$ cat config.mk
export PLATFORM = sky130hd
export DESIGN_NAME = wptr_full_ctrl_flat
export DESIGN_NICKNAME = d
export VERILOG_FILES = /design/src/rtl/wptr_full_ctrl_if.sv /design/src/rtl/wptr_full_ctrl.sv /design/src/flat_wrapper.sv
export SDC_FILE = /design/constraint.sdc
export NUM_CORES = 1
export LEC_CHECK = 0
export ABC_AREA = 0
export CAP_MARGIN = 20
export CORE_MARGIN = 8
export CORE_UTILIZATION = 50
export CTS_CLUSTER_SIZE = 14
export DETAILED_ROUTE_END_ITERATION = 16
export DONT_BUFFER_PORTS = 1
export PLACE_DENSITY = 0.71
export SLEW_MARGIN = 20
export SYNTH_ARGS = -nofsm -noshare
export SYNTH_HDL_FRONTEND = slang
export SYNTH_SLANG_ARGS = --single-unit
$ cat constraint.sdc
create_clock -name wclk -period 3.2 [get_ports wclk]
set_input_delay 0.8 -clock wclk [delete_from_list [all_inputs] [get_ports wclk]]
set_output_delay 0.8 -clock wclk [all_outputs]
set_load 0.02 [all_outputs]
$ cat src/rtl/wptr_full_ctrl_if.sv
// Write-side bus between the FIFO writer and the write-pointer/full controller.
// The ovf_cnt signal exists only when WPTR_OVF_COUNT_EN is defined.
interface wptr_full_ctrl_if #(
   parameter int ADDR_W = 3
);
   logic              w_en;
   logic [ADDR_W:0]   sync_rptr_gray;
   logic              w_ack;
   logic [ADDR_W-1:0] waddr;
   logic [ADDR_W:0]   wptr_bin;
   logic [ADDR_W:0]   wptr_gray;
   logic              full;
   logic              almost_full;
   logic [ADDR_W:0]   wlevel;
   logic              overflow;
`ifdef WPTR_OVF_COUNT_EN
   logic [7:0]        ovf_cnt;
`endif

   modport master (
      output w_en, sync_rptr_gray,
      input  w_ack, waddr, wptr_bin, wptr_gray, full, almost_full, wlevel, overflow
`ifdef WPTR_OVF_COUNT_EN
      , input ovf_cnt
`endif
   );

   modport slave (
      input  w_en, sync_rptr_gray,
      output w_ack, waddr, wptr_bin, wptr_gray, full, almost_full, wlevel, overflow
`ifdef WPTR_OVF_COUNT_EN
      , output ovf_cnt
`endif
   );
endinterface

$ cat src/rtl/wptr_full_ctrl.sv
// Async-FIFO write-domain pointer and full/level/overflow controller.
// Defining WPTR_OVF_COUNT_EN adds a saturating 8-bit overflow-attempt counter (ovf_cnt).
module wptr_full_ctrl #(
   parameter int ADDR_W       = 3,
   parameter int AFULL_THRESH = 6
) (
   input  logic              wclk,
   input  logic              wrst,
   wptr_full_ctrl_if.slave   bus
);
   localparam int            PW        = ADDR_W + 1;
   localparam logic [PW-1:0] AFULL_LVL = PW'(AFULL_THRESH);

   function automatic logic [PW-1:0] bin2gray(input logic [PW-1:0] b);
      return b ^ (b >> 1);
   endfunction

   function automatic logic [PW-1:0] gray2bin(input logic [PW-1:0] g);
      logic [PW-1:0] b;
      b[PW-1] = g[PW-1];
      for (int i = PW - 2; i >= 0; i--) begin
         b[i] = b[i+1] ^ g[i];
      end
      return b;
   endfunction

   logic [PW-1:0] wptr_bin_q,  wptr_bin_d;
   logic [PW-1:0] wptr_gray_q, wptr_gray_d;
   logic [PW-1:0] wlevel_q,    wlevel_d;
   logic          almost_full_q, almost_full_d;
   logic          overflow_q,  overflow_d;
   logic [PW-1:0] rbin_s;
   logic          full_s;
   logic          w_ack_s;
`ifdef WPTR_OVF_COUNT_EN
   logic [7:0]    ovf_cnt_q,   ovf_cnt_d;
`endif

   // Full detection, write acceptance and next-state computation.
   always_comb begin
      // Full when write pointer is one lap ahead: top two Gray bits inverted.
      full_s  = (wptr_gray_q == {~bus.sync_rptr_gray[ADDR_W:ADDR_W-1],
                                 bus.sync_rptr_gray[ADDR_W-2:0]});
      w_ack_s = bus.w_en & ~full_s & ~wrst;
      rbin_s  = gray2bin(bus.sync_rptr_gray);

      if (w_ack_s) begin
         wptr_bin_d  = wptr_bin_q + PW'(1);
         wptr_gray_d = bin2gray(wptr_bin_q + PW'(1));
      end else begin
         wptr_bin_d  = wptr_bin_q;
         wptr_gray_d = wptr_gray_q;
      end

      wlevel_d      = wptr_bin_d - rbin_s;
      almost_full_d = (wlevel_d >= AFULL_LVL);
      overflow_d    = overflow_q | (bus.w_en & full_s);

`ifdef WPTR_OVF_COUNT_EN
      if (bus.w_en && full_s && (ovf_cnt_q != 8'hFF)) begin
         ovf_cnt_d = ovf_cnt_q + 8'd1;
      end else begin
         ovf_cnt_d = ovf_cnt_q;
      end
`endif
   end

   // State registers; reset wins over any concurrent request.
   always_ff @(posedge wclk) begin
      if (wrst) begin
         wptr_bin_q    <= {PW{1'b0}};
         wptr_gray_q   <= {PW{1'b0}};
         wlevel_q      <= {PW{1'b0}};
         almost_full_q <= 1'b0;
         overflow_q    <= 1'b0;
`ifdef WPTR_OVF_COUNT_EN
         ovf_cnt_q     <= 8'd0;
`endif
      end else begin
         wptr_bin_q    <= wptr_bin_d;
         wptr_gray_q   <= wptr_gray_d;
         wlevel_q      <= wlevel_d;
         almost_full_q <= almost_full_d;
         overflow_q    <= overflow_d;
`ifdef WPTR_OVF_COUNT_EN
         ovf_cnt_q     <= ovf_cnt_d;
`endif
      end
   end

   assign bus.w_ack       = w_ack_s;
   assign bus.full        = full_s;
   assign bus.waddr       = wptr_bin_q[ADDR_W-1:0];
   assign bus.wptr_bin    = wptr_bin_q;
   assign bus.wptr_gray   = wptr_gray_q;
   assign bus.wlevel      = wlevel_q;
   assign bus.almost_full = almost_full_q;
   assign bus.overflow    = overflow_q;
`ifdef WPTR_OVF_COUNT_EN
   assign bus.ovf_cnt     = ovf_cnt_q;
`endif

endmodule
$ cat src/flat_wrapper.sv
// flat-port wrapper written by rule: the top's interface ports become plain ports
module wptr_full_ctrl_flat 
#(
   parameter int ADDR_W       = 3,
   parameter int AFULL_THRESH = 6
)
  (wclk, wrst, bus_w_en, bus_sync_rptr_gray, bus_w_ack, bus_waddr, bus_wptr_bin, bus_wptr_gray, bus_full, bus_almost_full, bus_wlevel, bus_overflow);
  wptr_full_ctrl_if #(.ADDR_W(ADDR_W)) bus_i ();
  input  logic wclk;
  input  logic wrst;
  input wire logic [$bits(bus_i.w_en)-1:0] bus_w_en;
  input wire logic [$bits(bus_i.sync_rptr_gray)-1:0] bus_sync_rptr_gray;
  output wire logic [$bits(bus_i.w_ack)-1:0] bus_w_ack;
  output wire logic [$bits(bus_i.waddr)-1:0] bus_waddr;
  output wire logic [$bits(bus_i.wptr_bin)-1:0] bus_wptr_bin;
  output wire logic [$bits(bus_i.wptr_gray)-1:0] bus_wptr_gray;
  output wire logic [$bits(bus_i.full)-1:0] bus_full;
  output wire logic [$bits(bus_i.almost_full)-1:0] bus_almost_full;
  output wire logic [$bits(bus_i.wlevel)-1:0] bus_wlevel;
  output wire logic [$bits(bus_i.overflow)-1:0] bus_overflow;
  assign bus_i.w_en = bus_w_en;
  assign bus_i.sync_rptr_gray = bus_sync_rptr_gray;
  assign bus_w_ack = bus_i.w_ack;
  assign bus_waddr = bus_i.waddr;
  assign bus_wptr_bin = bus_i.wptr_bin;
  assign bus_wptr_gray = bus_i.wptr_gray;
  assign bus_full = bus_i.full;
  assign bus_almost_full = bus_i.almost_full;
  assign bus_wlevel = bus_i.wlevel;
  assign bus_overflow = bus_i.overflow;
  wptr_full_ctrl #(.ADDR_W(ADDR_W), .AFULL_THRESH(AFULL_THRESH)) u_core (.wclk(wclk), .wrst(wrst), .bus(bus_i));
endmodule
==> flow_metrics.env, run 1 <==
export IMPL_critPathMaxStageDelay_ps=550
export IMPL_grt_antenna_before_repair=0
export IMPL_netlist_area_um2=766
export IMPL_num_io_pins=26
export IMPL_endpoint_kind="register"
export IMPL_slew_viol_final=0
export IMPL_hpwl_mm=1.22
export IMPL_worstPathArrival_ps=2940
export IMPL_path_max_fanout=5
export IMPL_cp_common_cell="xor2_1"
export IMPL_worstSetupStartpointType="primary input"
export IMPL_fmax_ghz=0.361
export IMPL_core_um2=1470
export IMPL_synth_flop_cell="dfxtp_1"
export IMPL_cts_buffers=3
export IMPL_synthDistinctLibCells=25
export IMPL_drc=0
export IMPL_fin_skew_ps=5.36
export IMPL_ctsResizeCount=0
export IMPL_synth_top_area_cell="dfxtp_1"
export IMPL_dpl_cell_count=90
export IMPL_firstDrtPassIters=1
export IMPL_nets=91
export IMPL_die_y_um=55.1
export IMPL_tritoncts="yes"
export IMPL_grt_pass1_vias=523
export IMPL_num_antenna_cells=0
export IMPL_drv_cap=0
export IMPL_wl_per_cell_um=15.9
export IMPL_cts_setup_buffers=0
export IMPL_fin_cells=93
export IMPL_place_area_um2=778
export IMPL_syn2layout_area_growth_pct=4.58
export IMPL_final_common_cell="dfxtp_1"
export IMPL_utilization_pct=54.4
export IMPL_outcome="completed"
export IMPL_synth_seq_cells=14
export IMPL_grt_usage_pct=11.0
export IMPL_path_cells="xor2_1 > o41a_1 > mux2_4 > ha_1 > nand2b_1 > a21oi_1 > xor2_1 > xnor3_1 > and2_1"
export IMPL_crit_type="primary input to register"
export IMPL_cts_sinks=14
export IMPL_die_x_um=55.1
export IMPL_vias_per_cell=5.59
export IMPL_most_common_layout_cells="dfxtp_1, xnor2_1, nor2_1"
export IMPL_rsz0062_at_grt="no"
export IMPL_die_area_um2=3040
export IMPL_grt_ovfl_total=0
export IMPL_finalCriticalPeriod_ps=2770
export IMPL_cellPowerDensity_nw_per_um2=527
export IMPL_insertion_delay_ps=280
export IMPL_layout_drive_gt1_share_pct=15.6
export IMPL_synthCells=75
export IMPL_yosys_top_cells_area="dfxtp_1, xnor2_1, ha_1, xor2_1, nor2_1"
export IMPL_num_rows=14
export IMPL_drtIter0Drc=0
export IMPL_period_share_pct=86.6
export IMPL_p_leak_nw=0.330
export IMPL_syn_nets=87
export IMPL_fin_hold_ws_ps=582
export IMPL_max_slew_worst_pin_slew_ps=543
export IMPL_port_buffers=0
export IMPL_yosysWarnings=0
export IMPL_grt_start_max_net_pins=12
export IMPL_slew_headroom_pct=63.7
export IMPL_netlist_area_leader_share_pct=36.6
export IMPL_grt_pass1_wl_mm=2.35
export IMPL_nFillCells=138
export IMPL_cpMaxStageDelayCell="o41a_1"
export IMPL_hold_viol_final=0
export IMPL_synth_edff_count=0
export IMPL_cts_htree_levels=1
export IMPL_syn_avg_cell_area_um2=10.2
export IMPL_crit_required_ps=3370
export IMPL_ctsLongestPathBuffers=2
export IMPL_final_area_um2=801
export IMPL_gp_congestion=0.814
export IMPL_ys_seq_area_share_pct=36.6
export IMPL_postSynth_asyncResetShare_pct=0
export IMPL_ir_worst_vdd_uv=269
export IMPL_finalSetupViolCount=0
export IMPL_ant_nets=0
export IMPL_vias=520
export IMPL_hp_class="primary input to register"
export IMPL_start_util_pct=52.0
export IMPL_path_clk_slew_ps=80
export IMPL_wirelength_mm=1.48
export IMPL_ctsRootBufferMaster="clkbuf_4"
export IMPL_fin_setup_tns_ps=0
export IMPL_cts_hold_buf=0
cells by family after synthesis:
group	synth area share (%)
compound gates	5.88
xor+xnor	22.4
fa+ha+maj	9.15
buf+inv	6.37
flops	36.6
mux	4.57
simple gates	15.0
worst paths after layout:
path / startpoint / to / slack [ps] / cells past startpoint
min: wrst / u_core.bus.wptr_gray[3] / 580 / 1
min reg2reg: u_core.bus.overflow / u_core.bus.overflow / 610 / 2
max reg2reg: u_core.bus.wptr_gray[0] / u_core.bus.wlevel[3] / 450 / 9
max: bus_sync_rptr_gray[0] / u_core.bus.wlevel[3] / 430 / 9
layer usage:
layer / part of all wire, % / track usage (%)
met5: 0 / 0
met4: 2.1 / 6.00
met3: 15 / 6.68
met2: 45 / 17.0
met1: 38 / 11.4
state kept, by name, indices dropped and copies added (netlist names):
register	count
u_core.bus.wptr_bin	4
u_core.bus.wlevel	4
u_core.bus.almost_full	1
u_core.bus.wptr_gray	4
u_core.bus.overflow	1
where the power goes:
group	total [W]	switching [W]	leakage (nW)	internal, W
Combinational	0.0000945	0.0000500	0.201	0.0000445
Sequential	0.000229	0.0000352	0.115	0.000194
Clock	0.0000983	0.0000547	0.0138	0.0000436
cell type report:
cell class / instances / area (um^2) / share of cell area (%)
tap: 16 / 20.0 / 2.50
sequential: 14 / 280 / 35.0
inverter: 3 / 11.3 / 1.41
clock buffer: 3 / 22.5 / 2.81
timing repair buffer: 4 / 30.0 / 3.75
multi-input combinational: 53 / 437 / 54.5
cells in the mapped netlist (2+ instances only):
| cell | instances |
|---|---|
| buf_4 | 3 |
| dfxtp_1 | 14 |
| xnor2_1 | 12 |
| ha_1 | 4 |
| xor2_1 | 5 |
| mux2i_1 | 2 |
| inv_1 | 3 |
| and2_1 | 2 |
| a21oi_1 | 2 |
| nor2_1 | 11 |
| a211oi_1 | 2 |
| nand2_1 | 2 |
worst max-delay path: cells and delay by family:
family / cells / cell delay [ps]
simple gates: 2 / 220
mux: 1 / 370
fa+ha+maj: 1 / 290
xor+xnor: 3 / 570
compound gates: 2 / 690
through the flow:
stage | worst slack [ps] | power, W
2_1_floorplan | 216 | 0.000312
3_3_place_gp | 186 | 0.000326
3_5_place_dp | 146 | 0.000330
4_1_cts | 434 | 0.000428
5_1_grt | 331 | 0.000445
6_report | 427 | 0.000422
(Power assumes the default switching activity.)
==> run 2: changes to the inputs <==
GPL_TIMING_DRIVEN = 0   (was unset)
==> run 2 against run 1 <==
Effect of this change: via count shrank 1.3%; power is 7.1% higher; routed wire length down 1.7%; flip-flop and latch count unchanged; critical path depth grew 1; maximum frequency down 0.55%; clock skew shrank 0.73 ps; final area grew 2.7%; setup slack worse by 15 ps; register-to-register slack worse by 20 ps.
==> flow_metrics.env, run 2 (synthesized netlist as in run 1, its figures left out) <==
export IMPL_outcome="completed"
export IMPL_insertion_delay_ps=280
export IMPL_grt_antenna_before_repair=0
export IMPL_ctsLongestPathBuffers=2
export IMPL_cellPowerDensity_nw_per_um2=550
export IMPL_finalCriticalPeriod_ps=2790
export IMPL_worstHoldPathCells=2
export IMPL_hold_viol_final=0
export IMPL_cp_common_cell="xor2_1"
export IMPL_path_max_fanout=10
export IMPL_vias=513
export IMPL_worst_r2r_setup_slack_ps=430
export IMPL_ctsRootBufferMaster="clkbuf_4"
export IMPL_rsz0062_at_grt="no"
export IMPL_path_cells="xor2_1 > o41a_1 > buf_6 > mux2_4 > ha_1 > nand2b_1 > a21oi_1 > xor2_1 > xnor3_1 > and2_1"
export IMPL_die_area_um2=3040
export IMPL_endpoint_kind="register"
export IMPL_grt_pass1_vias=562
export IMPL_die_x_um=55.1
export IMPL_seq_area_um2=280
export IMPL_grt_usage_pct=10.8
export IMPL_r2r_start="u_core.bus.wptr_gray[0]"
export IMPL_start_util_pct=52.0
export IMPL_vias_per_cell=5.40
export IMPL_wirelength_mm=1.46
export IMPL_syn2layout_area_growth_pct=7.35
export IMPL_most_common_layout_cells="dfxtp_1, xnor2_1, nor2_1"
export IMPL_reg2regPathDepth=10
export IMPL_crit_required_ps=3390
export IMPL_place_ws_ps=111
export IMPL_grt_ovfl_total=0
export IMPL_fmax_ghz=0.359
export IMPL_firstDrtPassIters=2
export IMPL_grt_start_max_net_pins=11
export IMPL_min_to="u_core.bus.overflow"
export IMPL_num_io_pins=26
export IMPL_fin_skew_ps=4.62
export IMPL_path_clk_slew_ps=80
export IMPL_cts_buffers=3
export IMPL_worstSetupStartpointType="primary input"
export IMPL_port_buffers=0
export IMPL_cpMaxStageDelayCell="o41a_1"
export IMPL_layout_drive_gt1_share_pct=16.5
export IMPL_slew_headroom_pct=48.2
export IMPL_worstPathArrival_ps=2970
export IMPL_power_w=0.000452
export IMPL_slew_viol_final=0
export IMPL_ant_nets=0
export IMPL_wl_per_cell_um=15.3
export IMPL_hp_start="u_core.bus.overflow"
export IMPL_finalSetupViolCount=0
export IMPL_drv_cap=0
export IMPL_drc=0
export IMPL_cts_sinks=14
export IMPL_hpwl_mm=1.18
export IMPL_period_share_pct=87.1
export IMPL_ir_worst_vdd_uv=335
export IMPL_cts_htree_levels=1
export IMPL_cts_setup_buffers=0
export IMPL_nFillCells=144
export IMPL_critPathMaxStageDelay_ps=450
export IMPL_die_y_um=55.1
export IMPL_p_leak_nw=0.340
export IMPL_core_um2=1470
export IMPL_max_slew_worst_pin_slew_ps=770
export IMPL_num_antenna_cells=0
export IMPL_path_buf_inv=1
export IMPL_crit_family="compound AO/OA/AOI/OAI gates"
export IMPL_gp_congestion=0.804
export IMPL_rr_endpoint="u_core.bus.wlevel[3]"
export IMPL_final_common_cell="dfxtp_1"
export IMPL_ctsResizeCount=0
export IMPL_fin_setup_tns_ps=0
export IMPL_cts_hold_buf=0
export IMPL_drtIter0Drc=3
export IMPL_nets=92
export IMPL_grt_pass1_wl_mm=2.39
export IMPL_hp_class="register to register"
export IMPL_setup_worst_path_start="bus_sync_rptr_gray[0]"
export IMPL_fin_hold_ws_ps=612
export IMPL_tritoncts="yes"
export IMPL_crit_type="primary input to register"
export IMPL_multiInputGateArea_um2=437
export IMPL_num_rows=14
export IMPL_fin_ws_ps=412
## run 2: cell count changes in the layout (fill, tap and decap cells not counted), sizes merged
| cell | previous run | this run |
|---|---|---|
| clkbuf | 3 | 5 |
## run 2: worst max-delay path by stage
| stage | to | cells after the start |
|---|---|---|
| after floorplan | u_core.bus.wlevel[3] | 10 |
| after global placement | u_core.bus.wlevel[3] | 10 |
| after detailed placement | u_core.bus.wlevel[3] | 10 |
| after CTS | u_core.bus.wlevel[3] | 10 |
| after global routing | u_core.bus.wlevel[3] | 10 |
| final | u_core.bus.wlevel[3] | 10 |
## run 2: report_power, final
group,total (W),switching (W),internal (W)
Sequential,0.000232,0.0000374,0.000194
Combinational,0.0000941,0.0000498,0.0000443
Clock,0.000126,0.0000572,0.0000693
## run 2: metrics by stage
step / utilization (%) / instance area [um^2] / std cells
floorplan: - / 766 / 75
global placement: 53.4 / 786 / 91
finish: 55.9 / 822 / 95
CTS: 55.9 / 822 / 95
global route: 55.9 / 822 / 95
detailed placement: 53.4 / 786 / 91
## run 2: area by class of cell
cell class	instances	area share, %
Tap cell	16	2.44
Sequential cell	14	34.1
Inverter	3	1.37
Buffer	5	4.57
Multi-Input combinational cell	53	53.1
Clock buffer	4	4.41
## run 2: layer usage
metal  routed length [um]  vias to the layer above  GRT usage, %  share of wire (%)
met4                   42                        0          7.20                2.9
met3                  210                        5          4.01                 14
li1                     -                      254             -                  -
met1                  566                      232          11.7                 39
met2                  635                       22          17.4                 44
met5                    0                        -             0                  0
## run 2: worst min-delay path: stages, from the launching register on
cell and delay, ps:
dfxtp_1 380, a21oi_1 150, nor2_1 40
